File: src/rtl/btn_pkg.sv
// btn_pkg: shared types and helpers for the pushbutton conditioner.
// Holds the auto-repeat state enum and the ms-to-cycles conversion.
package btn_pkg;

   typedef enum logic [1:0] {
      IDLE   = 2'd0,
      DELAY  = 2'd1,
      REPEAT = 2'd2
   } rpt_state_e;

   // A zero-length interval would leave a counter with no terminal count.
   function automatic int unsigned ms_to_cycles(
      input int unsigned clk_hz,
      input int unsigned ms
   );
      int unsigned cyc;
      cyc = clk_hz / 1000 * ms;
      return (cyc == 0) ? 32'd1 : cyc;
   endfunction

endpackage

File: src/rtl/sync_2ff.sv
// sync_2ff: two-flop synchronizer for a single asynchronous input bit.
// Reusable for any front-panel input; clears to 0 on reset.
module sync_2ff (
   input  logic clk_i,
   input  logic rst_ni,
   input  logic d_i,
   output logic q_o
);

   logic meta_q;
   logic sync_q;

   always_ff @(posedge clk_i or negedge rst_ni) begin
      if (!rst_ni) begin
         meta_q <= 1'b0;
         sync_q <= 1'b0;
      end else begin
         meta_q <= d_i;
         sync_q <= meta_q;
      end
   end

   assign q_o = sync_q;

endmodule

File: src/rtl/btn_conditioner.sv
// btn_conditioner: synchronize, debounce and edge-detect a pushbutton.
// Define AUTOREPEAT_EN to add press-and-hold auto-repeat on step.
module btn_conditioner
   import btn_pkg::*;
#(
   parameter int unsigned CLK_HZ          = 100_000_000,
   parameter int unsigned DEBOUNCE_MS     = 20,
   parameter int unsigned REPEAT_DELAY_MS = 500,
   parameter int unsigned REPEAT_RATE_MS  = 100
) (
   input  logic clk,
   input  logic reset_n,
   input  logic btn,
   output logic level,
   output logic press,
   // "release" is a reserved word, hence the suffix.
   output logic release_o,
   output logic step
);

   localparam int unsigned DB_CYC = ms_to_cycles(CLK_HZ, DEBOUNCE_MS);
   localparam int DB_W = $clog2(DB_CYC) + 1;
   localparam logic [DB_W-1:0] DB_TC = DB_W'(DB_CYC - 1);

   logic            sync;
   logic [DB_W-1:0] db_cnt_q, db_cnt_d;
   logic            level_q, level_d;
   logic            press_q, press_d;
   logic            rel_q, rel_d;
   logic            step_w;

   sync_2ff u_sync (
      .clk_i  (clk),
      .rst_ni (reset_n),
      .d_i    (btn),
      .q_o    (sync)
   );

   always_ff @(posedge clk or negedge reset_n) begin
      if (!reset_n) begin
         db_cnt_q <= '0;
         level_q  <= 1'b0;
         press_q  <= 1'b0;
         rel_q    <= 1'b0;
      end else begin
         db_cnt_q <= db_cnt_d;
         level_q  <= level_d;
         press_q  <= press_d;
         rel_q    <= rel_d;
      end
   end

   always_comb begin
      db_cnt_d = db_cnt_q + DB_W'(1);
      level_d  = level_q;
      if (sync == level_q) begin
         db_cnt_d = '0;
      end else if (db_cnt_q == DB_TC) begin
         db_cnt_d = '0;
         level_d  = ~level_q;
      end
      press_d = level_d & ~level_q;
      rel_d   = ~level_d & level_q;
   end

`ifdef AUTOREPEAT_EN
   localparam int unsigned DLY_CYC =
      ms_to_cycles(CLK_HZ, REPEAT_DELAY_MS);
   localparam int unsigned RPT_CYC =
      ms_to_cycles(CLK_HZ, REPEAT_RATE_MS);
   localparam int unsigned RC_MAX =
      (DLY_CYC > RPT_CYC) ? DLY_CYC : RPT_CYC;
   localparam int RC_W = $clog2(RC_MAX) + 1;
   localparam logic [RC_W-1:0] DLY_TC = RC_W'(DLY_CYC - 1);
   localparam logic [RC_W-1:0] RPT_TC = RC_W'(RPT_CYC - 1);
   localparam logic [RC_W-1:0] RC_SAT = RC_W'(RC_MAX - 1);

   rpt_state_e      state_q, state_d;
   logic [RC_W-1:0] rc_q, rc_d;

   always_ff @(posedge clk or negedge reset_n) begin
      if (!reset_n) begin
         state_q <= IDLE;
         rc_q    <= '0;
      end else begin
         state_q <= state_d;
         rc_q    <= rc_d;
      end
   end

   always_comb begin
      state_d = state_q;
      rc_d    = (rc_q == RC_SAT) ? rc_q : rc_q + RC_W'(1);
      unique case (state_q)
         IDLE: begin
            rc_d = '0;
            if (press_q) state_d = DELAY;
         end
         DELAY: begin
            if (!level_q) begin
               state_d = IDLE;
               rc_d    = '0;
            end else if (rc_q == DLY_TC) begin
               state_d = REPEAT;
               rc_d    = '0;
            end
         end
         REPEAT: begin
            if (!level_q) begin
               state_d = IDLE;
               rc_d    = '0;
            end else if (rc_q == RPT_TC) begin
               rc_d = '0;
            end
         end
         default: begin
            state_d = IDLE;
            rc_d    = '0;
         end
      endcase
   end

   // A falling level wins over a same-cycle terminal count.
   always_comb begin
      step_w = 1'b0;
      unique case (state_q)
         IDLE:    step_w = press_q;
         DELAY:   step_w = level_q && (rc_q == DLY_TC);
         REPEAT:  step_w = level_q && (rc_q == RPT_TC);
         default: step_w = 1'b0;
      endcase
   end
`else
   assign step_w = press_q;
`endif

   assign level     = level_q;
   assign press     = press_q;
   assign release_o = rel_q;
   assign step      = step_w;

endmodule

File: config.mk
export PLATFORM = sky130hd
export DESIGN_NAME = btn_conditioner
export DESIGN_NICKNAME = d
export VERILOG_FILES = /design/src/rtl/btn_pkg.sv /design/src/rtl/sync_2ff.sv /design/src/rtl/btn_conditioner.sv
export SDC_FILE = /design/constraint.sdc
export NUM_CORES = 1
export LEC_CHECK = 0
export ABC_AREA = 1
export CORE_AREA = 2 2 58 74
export DETAILED_ROUTE_END_ITERATION = 10
export DIE_AREA = 0 0 60 76
export HOLD_SLACK_MARGIN = 0.03
export PLACE_DENSITY = 0.62
export REMOVE_ABC_BUFFERS = 1
export SLEW_MARGIN = 40
export SYNTH_ARGS = -nofsm -noshare
export SYNTH_HDL_FRONTEND = slang
export SYNTH_SLANG_ARGS = --single-unit
export TNS_END_PERCENT = 20
File: constraint.sdc
create_clock -name clk -period 1.8 [get_ports clk]
set_input_delay 0.36 -clock clk [delete_from_list [all_inputs] [get_ports clk]]
set_output_delay 0.36 -clock clk [all_outputs]
set_load 0.03 [all_outputs]
== Word-level counts from Yosys, hierarchy flattened ==
Index checks and enable logic that the tools add are counted.

* Register bits after elaboration: 27
* Bits of input ports: 3
* Output and inout bits: 4
* Word-level logic and storage cells: 17

* Add/sub/neg operators: 1
* Eq/ne operators: 2
* Mux-type cells: 4
* Bitwise logic cells: 4

{| class="wikitable"
|+ Operator list
! operator !! number
|-
| $mux W22 || 2
|-
| $add A22 B1 Y22 const B || 1
|-
| $eq A22 B21 Y1 const B || 1
|-
| $and A1 B1 Y1 || 2
|-
| $mux W1 || 2
|-
| $not A1 Y1 || 2
|-
| $eq A1 B1 Y1 || 1
|}

== Logic depth before layout (Yosys ltp) ==
Gate-level depths: netlist (run 1).

* Depth in word-level cells: 5
* Mapped depth: 9

== Hierarchy ==
Synthesis (run 1) repeated with hierarchy kept, for this count alone.

* Cells, all modules: 195
* Area total of the unflattened synthesis: 1488.9 sq um

{| class="wikitable"
|+ By module, submodules not included
! module !! times used !! cells each !! area each (sq um) !! seq. area each (sq um)
|-
| btn_conditioner || 1 || 193 || 1438.9 || 625.6
|-
| sync_2ff || 1 || 2 || 50.0 || 50.0
|}

== Worst setup path after synthesis (run 1) ==
Ideal clock, no wire load.

* Kind: register -> register
* From: reg db_cnt_q[0]
* To: reg level_q (netlist: level)
* Setup time: 0.123 ns
* Arrival: 1.150 ns
* Setup slack: 0.527 ns
* Stages on the path, launching flop included: 10
* Path buffers: 1
* Clock period less this slack: 1.273 ns
* Cells stage by stage: dfrtp_1 > ha_1 > nand2_1 > inv_1 > nand2_2 > nor2_2 > nand3_2 > buf_6 > nor2_1 > a21oi_1

* Longest elaborated chain between the ends: 3

{| class="wikitable"
|+ RTL lines
! what !! RTL line !! source
|-
| start: declaration || btn_conditioner.sv:26 || <nowiki>logic [DB_W-1:0] db_cnt_q, db_cnt_d;</nowiki>
|-
| start signal: assignment || btn_conditioner.sv:46 || <nowiki>db_cnt_q <= db_cnt_d;</nowiki>
|-
| $eq A22 B21 Y1 || btn_conditioner.sv:58 || <nowiki>end else if (db_cnt_q == DB_TC) begin</nowiki>
|-
| $mux W1 || btn_conditioner.sv:58 ||
|-
| $mux W1 || btn_conditioner.sv:56 || <nowiki>if (sync == level_q) begin</nowiki>
|-
| named net level_d || btn_conditioner.sv:27 || <nowiki>logic level_q, level_d;</nowiki>
|-
| end signal: assignment || btn_conditioner.sv:47 || <nowiki>level_q <= level_d;</nowiki>
|-
| end: declaration || btn_conditioner.sv:27 ||
|}

The timed path passes the listed nets, and every way through them passes these cells.

== Worst setup path in the final report (run 1) ==
* From: reg level_q (netlist: level)
* To: out level

{| class="wikitable"
|+ RTL lines
! what !! RTL line !! source
|-
| end: declaration || btn_conditioner.sv:14 || <nowiki>output logic level,</nowiki>
|}

No word-level cell between the ends.

==> results.sh, run 1 <==
export IMPL_run_status="finished clean"
export IMPL_groute_usage_overall=0.1515
export IMPL_seq_area_frac_synth=0.4538
export IMPL_first_pass_iters=4
export IMPL_holdWs_ps=364.2
export IMPL_clkLatencyLatePin_ps=270
export IMPL_finalHoldViolations=0
export IMPL_numPortBuffers=6
export IMPL_relSlewSlack=0.7657
export IMPL_slew_viol_final=0
export IMPL_path_clk_slew_ps=90
export IMPL_placed_cell_area_um2=1612
export IMPL_rows=26
export IMPL_cts_buffer_depth=2
export IMPL_fmax_ghz=0.5820
export IMPL_drive_above_1_share=0.1078
export IMPL_cts_root_buf="clkbuf_8"
export IMPL_cts_sinks=27
export IMPL_cts_hold_fix_buffers=0
export IMPL_htreeDepth=1
export IMPL_cp_arrival_ps=1360
export IMPL_cp_top_family="buffers and inverters"
export IMPL_synthCells=195
export IMPL_rsz0062_at_grt="no"
export IMPL_leakagePower_nw=0.7386
export IMPL_die_h_um=76
export IMPL_finalCritPeriodShare=0.9546
export IMPL_multi_input_area_um2=693.2
export IMPL_fin_area_um2=1660
export IMPL_end_kind="primary output"
export IMPL_grt_max_degree=28
export IMPL_synth_top_area_share=0.4538
export IMPL_tns_ps=0
export IMPL_synth_adder_area_share=0.008403
export IMPL_worst_pin_slew_ps=351.4
export IMPL_crit_type="flip-flop to primary output"
export IMPL_num_vias=1188
export IMPL_ys_ff_latch=27
export IMPL_power_density_nw_per_um2=611.4
export IMPL_grt_pass1_vias=1179
export IMPL_synthMuxAreaShare=0
export IMPL_min_path_type="flip-flop to flip-flop"
export IMPL_cp_slowest_stage_delay_ps=690
export IMPL_syn_avg_cell_area_um2=7.636
export IMPL_synth_cell_area_um2=1489
export IMPL_post_drt_via_cell_ratio=4.569
export IMPL_synth_area_leaders="dfrtp_1, nor2_1, nand2_1, inv_1, nand3_1"
export IMPL_finalSetupViolCount=0
export IMPL_worstPathRequired_ps=1440
export IMPL_drcViolationCount=0
export IMPL_cts_buffers=3
export IMPL_n_fill_cell=405
export IMPL_critPathMaxFanout=4
export IMPL_finalClockSkew_ps=5.081
export IMPL_post_cts_buffers=0
export IMPL_cts_tree="yes"
export IMPL_initial_utilization=0.3783
export IMPL_synth_top_family_by_area="simple AND/OR/NAND/NOR gates"
export IMPL_dieWidth_um=60
export IMPL_core_um2=3936
export IMPL_min_period_ps=1718
export IMPL_avgRoutedWirePerCell_um=11.35
export IMPL_synth_distinct_cells=23
export IMPL_synth_top_area_cell="dfrtp_1"
export IMPL_antenna_found_initial=0
export IMPL_yosys_area_share_simple=0.3773
export IMPL_p_total_mw=1.015
export IMPL_crit_chain="clkdlybuf4s50_1"
export IMPL_dieArea_um2=4560
export IMPL_synth_xor_area_frac=0.05294
export IMPL_ant_nets=0
export IMPL_antenna_cells=0
export IMPL_drt_total_wl_um=2952
export IMPL_cap_viol_max_count=0
export IMPL_synth_warnings=0
export IMPL_syn2layout_area_growth_pct=11.51
export IMPL_gp_congestion=0.7946
export IMPL_cp_start_kind="flip-flop"
export IMPL_peakVddDrop_v=0.0004319
export IMPL_r2r_slack_ps=280
export IMPL_place_ws_ps=287.2
export IMPL_drtIter0Drc=25
export IMPL_synth_compound_area_frac=0.02689
export IMPL_slowest_stage="clkdlybuf4s50_1"
export IMPL_fin_nets=209
export IMPL_ios=7
export IMPL_worst_slack_ps=81.77
export IMPL_grt_pass1_wl_um=5292
export IMPL_crit_buf_inv=1
export IMPL_hpwl_um=2270
export IMPL_grt_ovfl_total=0
export IMPL_cts_resized=0
export IMPL_ff_latch_area_um2=675.6
==> state kept, by name (all words and copies together), names as in the netlist <==
register,cells
u_sync.meta_q,1
release_o,1
db_cnt_q,22
level,1
u_sync.q_o,1
press,1
==> cells by family (layout without fill, tap and decap cells) <==
group / Yosys count / after routing
AO/OA/AOI/OAI: 8 / 8
XOR/XNOR: 9 / 9
adder cells (fa/ha/maj): 1 / 1
buffers and inverters: 29 / 38
flip-flops: 27 / 27
AND/OR/NAND/NOR: 121 / 121
==> synthesized netlist by cell type <==
cell type / instances
inv_2: 2
nand3_2: 1
nand3b_1: 1
nand3_1: 14
buf_6: 1
nand4_1: 3
xor2_1: 4
buf_4: 1
nand2_1: 37
clkbuf_1: 1
dfrtp_1: 27
nand2_4: 1
nor2_1: 47
a21oi_1: 5
nand2_2: 4
ha_1: 1
o21ai_0: 3
nor3_2: 1
xnor2_1: 5
nor2_2: 2
nor2_4: 5
inv_1: 24
nor3_1: 5
==> per-stage QoR <==
stage	util	instances
2_1_floorplan	-	192
3_3_place_gp	0.4094	256
3_5_place_dp	0.4094	256
4_1_cts	0.4218	260
5_1_grt	0.4218	260
6_report	0.4218	260
==> layer usage <==
layer  vias to the layer above  wire length, µm  global-route usage
li1                        614                -                   -
met1                       558             1357              0.1982
met2                        12             1500              0.2500
met3                         4               49             0.02547
met4                         0               44             0.04667
met5                         -                0                   0
==> cell type report <==
type	count	area share
Clock buffer	3	0.02487
Sequential cell	27	0.4069
Multi-Input combinational cell	139	0.4175
Clock inverter	1	0.004521
Timing Repair Buffer	8	0.04521
Inverter	26	0.05878
Tap cell	56	0.04220
==> cell usage in the layout, fill, tap and decap left out <==
cell / n
dfrtp_1: 27
nor3_2: 1
ha_1: 1
a21oi_1: 5
buf_4: 2
xor2_1: 4
nor3_1: 5
nand4_1: 3
nand2_2: 4
inv_1: 24
nand2_4: 1
xnor2_1: 5
clkinvlp_4: 1
nor2_1: 47
nor2_4: 5
clkbuf_8: 3
nand3_1: 14
o21ai_0: 3
nand3b_1: 1
nor2_2: 2
nand2_1: 37
inv_2: 2
clkdlybuf4s50_1: 6
nand3_2: 1
==> path summary, 6_finish.rpt <==
| path | start | end | cells past startpoint |
|---|---|---|---|
| worst max register to register | db_cnt_q[0] | db_cnt_q[7] | 8 |
| max in group asynchronous | reset_n | level | 2 |
| worst min register to register | u_sync.meta_q | u_sync.q_o | 0 |
| worst min-delay path | u_sync.meta_q | u_sync.q_o | 0 |
| worst max-delay path | level | level | 1 |
| min in group asynchronous | reset_n | db_cnt_q[4] | 2 |
==> report_power, final <==
| part | internal, mW | switching, mW |
|---|---|---|
| logic | 0.0139 | 0.0292 |
| registers | 0.614 | 0.00467 |
| clock network | 0.157 | 0.197 |
Power figures use the tool's default switching activity.
==> run 2, diff against run 1 <==
CORE_AREA = 2 2 48 62   (was 2 2 58 74)
DIE_AREA = 0 0 50 64   (was 0 0 60 76)
PLACE_DENSITY = 0.83   (was 0.62)
==> results.sh, run 2 (synthesis results as in run 1) <==
export IMPL_die_h_um=64
export IMPL_cts_tree="yes"
export IMPL_grt_pass1_vias=1224
export IMPL_numPortBuffers=6
export IMPL_antenna_found_initial=0
export IMPL_regMostFlops="db_cnt_q"
export IMPL_rsz0062_at_grt="no"
export IMPL_power_frac_comb=0.047
export IMPL_avgRoutedWirePerCell_um=11.51
export IMPL_drive_above_1_share=0.1029
export IMPL_syn2layout_area_growth_pct=8.320
export IMPL_critPathMaxFanout=2
export IMPL_end_kind="primary output"
export IMPL_hpwl_um=2095
export IMPL_min_period_ps=1711
export IMPL_htreeDepth=1
export IMPL_path_clk_slew_ps=130
export IMPL_p_sw_frac=0.2196
export IMPL_p_total_mw=0.9161
export IMPL_drtIter0Drc=41
export IMPL_dieArea_um2=3200
export IMPL_cts_buffer_depth=2
export IMPL_tns_ps=0
export IMPL_gp_congestion=0.9027
export IMPL_ant_nets=0
export IMPL_seqPwrFrac=0.676
export IMPL_crit_type="flip-flop to primary output"
export IMPL_grt_ovfl_total=0
export IMPL_cap_viol_max_count=0
export IMPL_fin_nets=209
export IMPL_cp_top_family="buffers and inverters"
export IMPL_slew_viol_final=0
export IMPL_cts_hold_fix_buffers=0
export IMPL_relSlewSlack=0.7752
export IMPL_largest_register_ffs=22
export IMPL_core_um2=2601
export IMPL_finalClockSkew_ps=6.317
export IMPL_cts_buffers=3
export IMPL_antenna_cells=0
export IMPL_placed_cell_area_um2=1584
export IMPL_post_drt_via_cell_ratio=4.933
export IMPL_grt_max_degree=28
export IMPL_finalSetupViolCount=0
export IMPL_leakagePower_nw=0.7506
export IMPL_fin_area_um2=1613
export IMPL_place_ws_ps=273.9
export IMPL_groute_usage_overall=0.2105
export IMPL_layout_commonest_cell="nor2_1"
export IMPL_p_sw_mw=0.2012
export IMPL_finalHoldViolations=0
export IMPL_worst_slack_ps=88.66
export IMPL_initial_utilization=0.5724
export IMPL_cp_start_kind="flip-flop"
export IMPL_drcViolationCount=0
export IMPL_slowest_stage="clkdlybuf4s50_1"
export IMPL_final_cells=238
export IMPL_peakVddDrop_v=0.0005784
export IMPL_clkPwrFrac=0.278
export IMPL_power_density_nw_per_um2=568.0
export IMPL_dieWidth_um=50
export IMPL_run_status="finished clean"
export IMPL_worst_pin_slew_ps=337.2
export IMPL_placedCellCount=234
export IMPL_worstPathRequired_ps=1440
export IMPL_rows=21
export IMPL_clkLatencyLatePin_ps=320
export IMPL_ios=7
export IMPL_num_vias=1174
export IMPL_cts_sinks=27
export IMPL_p_int_mw=0.7149
export IMPL_fmax_ghz=0.5843
export IMPL_cp_slowest_stage_delay_ps=670
export IMPL_finalCritPeriodShare=0.9507
export IMPL_crit_buf_inv=1
export IMPL_final_cell_mix="nor2_1, nand2_1, dfrtp_1"
export IMPL_cp_arrival_ps=1350
export IMPL_cts_root_buf="clkbuf_4"
export IMPL_crit_chain="clkdlybuf4s50_1"
export IMPL_first_pass_iters=4
export IMPL_grt_pass1_wl_um=5181
export IMPL_min_path_type="flip-flop to flip-flop"
export IMPL_drt_total_wl_um=2740
==> run 2: changes by cell type in the layout (fill, tap and decap cells not counted), sizes merged <==
cell and delta:
dlymetal6s2s +1, clkbuf +1, clkdlybuf4s50 -1, clkinvlp -1
==> run 2: per-stage QoR <==
stage	util	hold slack, ps
after floorplan	-	64.41
after global placement	0.6089	350.3
after detailed placement	0.6089	336.3
after CTS	0.6190	376.5
after global routing	0.6200	392.6
final	0.6200	374.6
==> run 2: path summary, 6_finish.rpt <==
kind | to | depth (start not counted) | slack [ps] | from
worst max register to register | db_cnt_q[0] | 8 | 270 | db_cnt_q[0]
worst min register to register | u_sync.q_o | 0 | 370 | u_sync.meta_q
worst max-delay path | press | 1 | 90 | press
max in group asynchronous | db_cnt_q[20] | 2 | 1160 | reset_n
worst min-delay path | u_sync.q_o | 0 | 370 | u_sync.meta_q
min in group asynchronous | db_cnt_q[1] | 2 | 380 | reset_n
==> run 2: power by group through the flow <==
| stage | Clock (mW) | Combinational (mW) | Sequential (mW) |
|---|---|---|---|
| finish | 0.254 | 0.0429 | 0.619 |
| global route | 0.297 | 0.0519 | 0.621 |
| CTS | 0.265 | 0.0445 | 0.619 |
| detailed placement | 0 | 0.0445 | 0.630 |
| global placement | 0 | 0.0429 | 0.630 |
| floorplan | 0 | 0.0195 | 0.630 |
==> run 2: final cells by class <==
cell class              instances  area, µm²
well taps                      34      42.54
multi-input cells             139      693.2
repair buffers                  8      77.57
inverters                      26      97.59
fillers                       230      988.4
flip-flops and latches         27      675.6
clock buffers                   4      26.28
==> run 2: routing by layer <==
layer | vias up | GRT usage | share of wire
met5 | - | 0 | 0
met1 | 529 | 0.2848 | 0.46
met4 | 0 | 0.1042 | 0.024
met2 | 20 | 0.3388 | 0.49
li1 | 618 | - | -
met3 | 7 | 0.01402 | 0.028
==> run 2: timing repair <==
action	in CTS	in global routing
setup buffers	0	0
setup endpoints to repair	0	1
gates resized for setup	0	1
==> run 3, diff against run 2 <==
CTS_CLUSTER_DIAMETER = 200   (was default)
TNS_END_PERCENT = 10   (was 20)
==> results of run 3 <==
Same layout as run 2: the final DEF is identical, and so are final timing and power.
==> patch (flow settings as in run 1) <==
Register the output `level` once more, with the module's reset; this adds one clock of latency there. The other outputs are not delayed to match. Comments in the files are not updated.
--- a/src/rtl/btn_conditioner.sv
+++ b/src/rtl/btn_conditioner.sv
@@ -134,7 +134,13 @@
    assign step_w = press_q;
 `endif
 
-   assign level     = level_q;
+   always_ff @(posedge clk or negedge reset_n) begin
+      if (!reset_n) begin
+         level <= '0;
+      end else begin
+         level <= level_q;
+      end
+   end
    assign press     = press_q;
    assign release_o = rel_q;
    assign step      = step_w;
Behaviour: same outputs for any inputs over 10 cycles, from zero or initial values and one cycle with reset_n low; that may be too few to reach the edited logic, so the function may still have changed.
==> patch against run 1 <==
  * Sequential power grew 3.7%
  * Wire length shrank 2.4%
  * Sequential cell count grew 1
  * Synthesized cell count grew 0.51%
  * Global-route usage grew 0.10 points
  * Synthesized area grew 1.7%
  * Power grew 5.3%
  * Worst setup slack gained 67 ps
  * First-iteration DRC count shrank 8.0%
  * Combinational power grew 1%
  * Final area grew 1.9%
  * Clock skew is essentially flat
  * Highest routed layer unchanged
==> patch: results (changes against run 1) <==
Outcome
  – Status: finished, final reports clean (unchanged)

Worst setup path
  – R2r setup slk: 280 ps (about the same)
  – Reg-to-Reg End: db_cnt_q[7] (unchanged)
  – Slowest stage cell, crit path: clkdlybuf4s50_1 (unchanged)
  – R2r worst-path depth: 8 (unchanged)
  – Crit path DAT: 1290 ps (was 1360 ps)
  – Origin of the critical flop-to-flop path: db_cnt_q[0] (unchanged)
  – CP delay by family, top: buffers and inverters (unchanged)
  – Crit path largest cell delay: 670 ps (was 690 ps)
  – Critical Path Source: press (was level)
  – Crit path max fanout: 2 (was 4)
  – Critical Path End: step (was level)

Routing
  – Vias/cell: 4.533 (was 4.569)
  – Drt total wl: 2882 um (was 2952 um)
  – DRT Pass-1 Iters: 4 (unchanged)
  – DR iter-0 viols: 23 (was 25)

Global routing
  – Number of global-route vias before repair: 1,179 (unchanged)
  – First-pass GRT wire length: 5333 um (was 5292 um)
  – Antenna violations before repair: 0 (unchanged)
  – Largest net degree at the start of global routing: 29 (was 28)
  – GRT Overall Usage: 15.25% (was 15.15%)

Place
  – Port Buffer Count: 6 (unchanged)
  – Placed cell area: 0.001637 mm^2 (was 0.001612 mm^2)
  – Placer congestion estimate: 0.8754 (was 0.7946)
  – DP Wirelength: 2168 um (was 2270 um)

Yosys
  – Post-synthesis sequential area ratio: 46.28% (was 45.38%)
  – XOR/XNOR Fraction of Synth Area: 5.207% (was 5.294%)
  – Area share of fa/ha/maj cells after synthesis: 0.8264% (was 0.8403%)
  – Mux cell area share after synthesis: 0% (unchanged)
  – Ys Warns: 0 (unchanged)
  – Ys async rst share: 100.0% (unchanged)
  – Ranking of synthesized cells by area: dfrtp_1, nor2_1, nand2_1 (unchanged)
  – Count of cell types in the netlist: 23 (unchanged)
  – Compound-gate portion of the synthesized area: 2.645% (was 2.689%)
  – Post-synth top cells: nor2_1, nand2_1, dfrtp_1 (unchanged)

Clock tree
  – Setup Buffers After CTS: 0 (unchanged)
  – H-tree levels: 1 (unchanged)
  – Clock Tree Root: clkbuf_8 (unchanged)
  – CTS Buf Count: 3 (unchanged)
  – Clock buffer depth: 2 (unchanged)
  – Worst-path clk slew: 90 ps (about the same)
  – Post-CTS sizing: 0 (unchanged)
  – Clk Latency, worst-skew pair: 270 ps (about the same)

Finish
  – Biggest register: db_cnt_q (unchanged)
  – # fillers: 402 (was 405)
  – Nets: 210 (was 209)
  – Fraction of layout instances using a drive strength above 1: 10.73% (was 10.78%)
  – Number of flip-flops in the largest register: 22 (unchanged)
  – Antenna cell count: 0 (unchanged)

STA
  – Least-Margin Pin Slew: 353.7 ps (was 351.4 ps)
  – Setup Skew: 4.601 ps (was 5.081 ps)

Hold path
  – Class of the most critical hold timing path: reg2reg (unchanged)

Power
  – Net switching power: 0.2228 mW (was 0.2304 mW)
  – Pleak: 0.7596 nW (was 0.7386 nW)
  – Max IR drop VDD: 0.4100 mV (was 0.4319 mV)
patch: power groups by stage:
stage                     Combinational, mW  Clock, mW  Sequential [mW]
final                                0.0436      0.384            0.641
after floorplan                      0.0195          0            0.653
after detailed placement             0.0453          0            0.654
after global routing                 0.0520      0.426            0.643
after global placement               0.0453          0            0.653
after CTS                            0.0454      0.407            0.641
patch: per-stage QoR:
stage / utilization (%) / setup slack [ps] / instances
after floorplan: - / 356.4 / 193
after global placement: 41.58 / 309.0 / 257
after detailed placement: 41.58 / 270.4 / 257
after CTS: 42.98 / 130.7 / 261
after global routing: 42.98 / 47.42 / 261
final: 42.98 / 148.7 / 261
patch: how the worst min path moves through the flow:
stage                   from           to  slack, ps  depth (start not counted)
6_report       u_sync.meta_q   u_sync.q_o        370                          0
5_1_grt        u_sync.meta_q   u_sync.q_o        380                          0
4_1_cts        u_sync.meta_q   u_sync.q_o        370                          0
3_5_place_dp   u_sync.meta_q   u_sync.q_o        360                          0
3_3_place_gp   u_sync.meta_q   u_sync.q_o        340                          0
2_1_floorplan        reset_n  db_cnt_q[0]         60                          0
patch: kinds of logic after synthesis:
group,after synthesis
buffers and inverters,29
xor gates and xnor gates,9
and+or+nand+nor,121
AOI/OAI and AO/OA,8
DFF,28
adders and majority gates,1
patch: metal layers:
metal,global-route usage (%),share of wire (%),up-vias
li1,-,-,624
met1,20.70,48,545
met2,24.46,49,10
met3,2.037,1.9,4
met4,5.333,1.4,0
met5,0,0,-
patch: layout make-up:
| type | count | area [um^2] | area share [%] |
|---|---|---|---|
| sequential | 28 | 700.7 | 41.42 |
| clock buffer | 4 | 55.05 | 3.254 |
| timing repair buffer | 8 | 75.07 | 4.438 |
| inverter | 26 | 97.59 | 5.769 |
| tap | 56 | 70.07 | 4.142 |
| multi-input combinational | 139 | 693.2 | 40.98 |
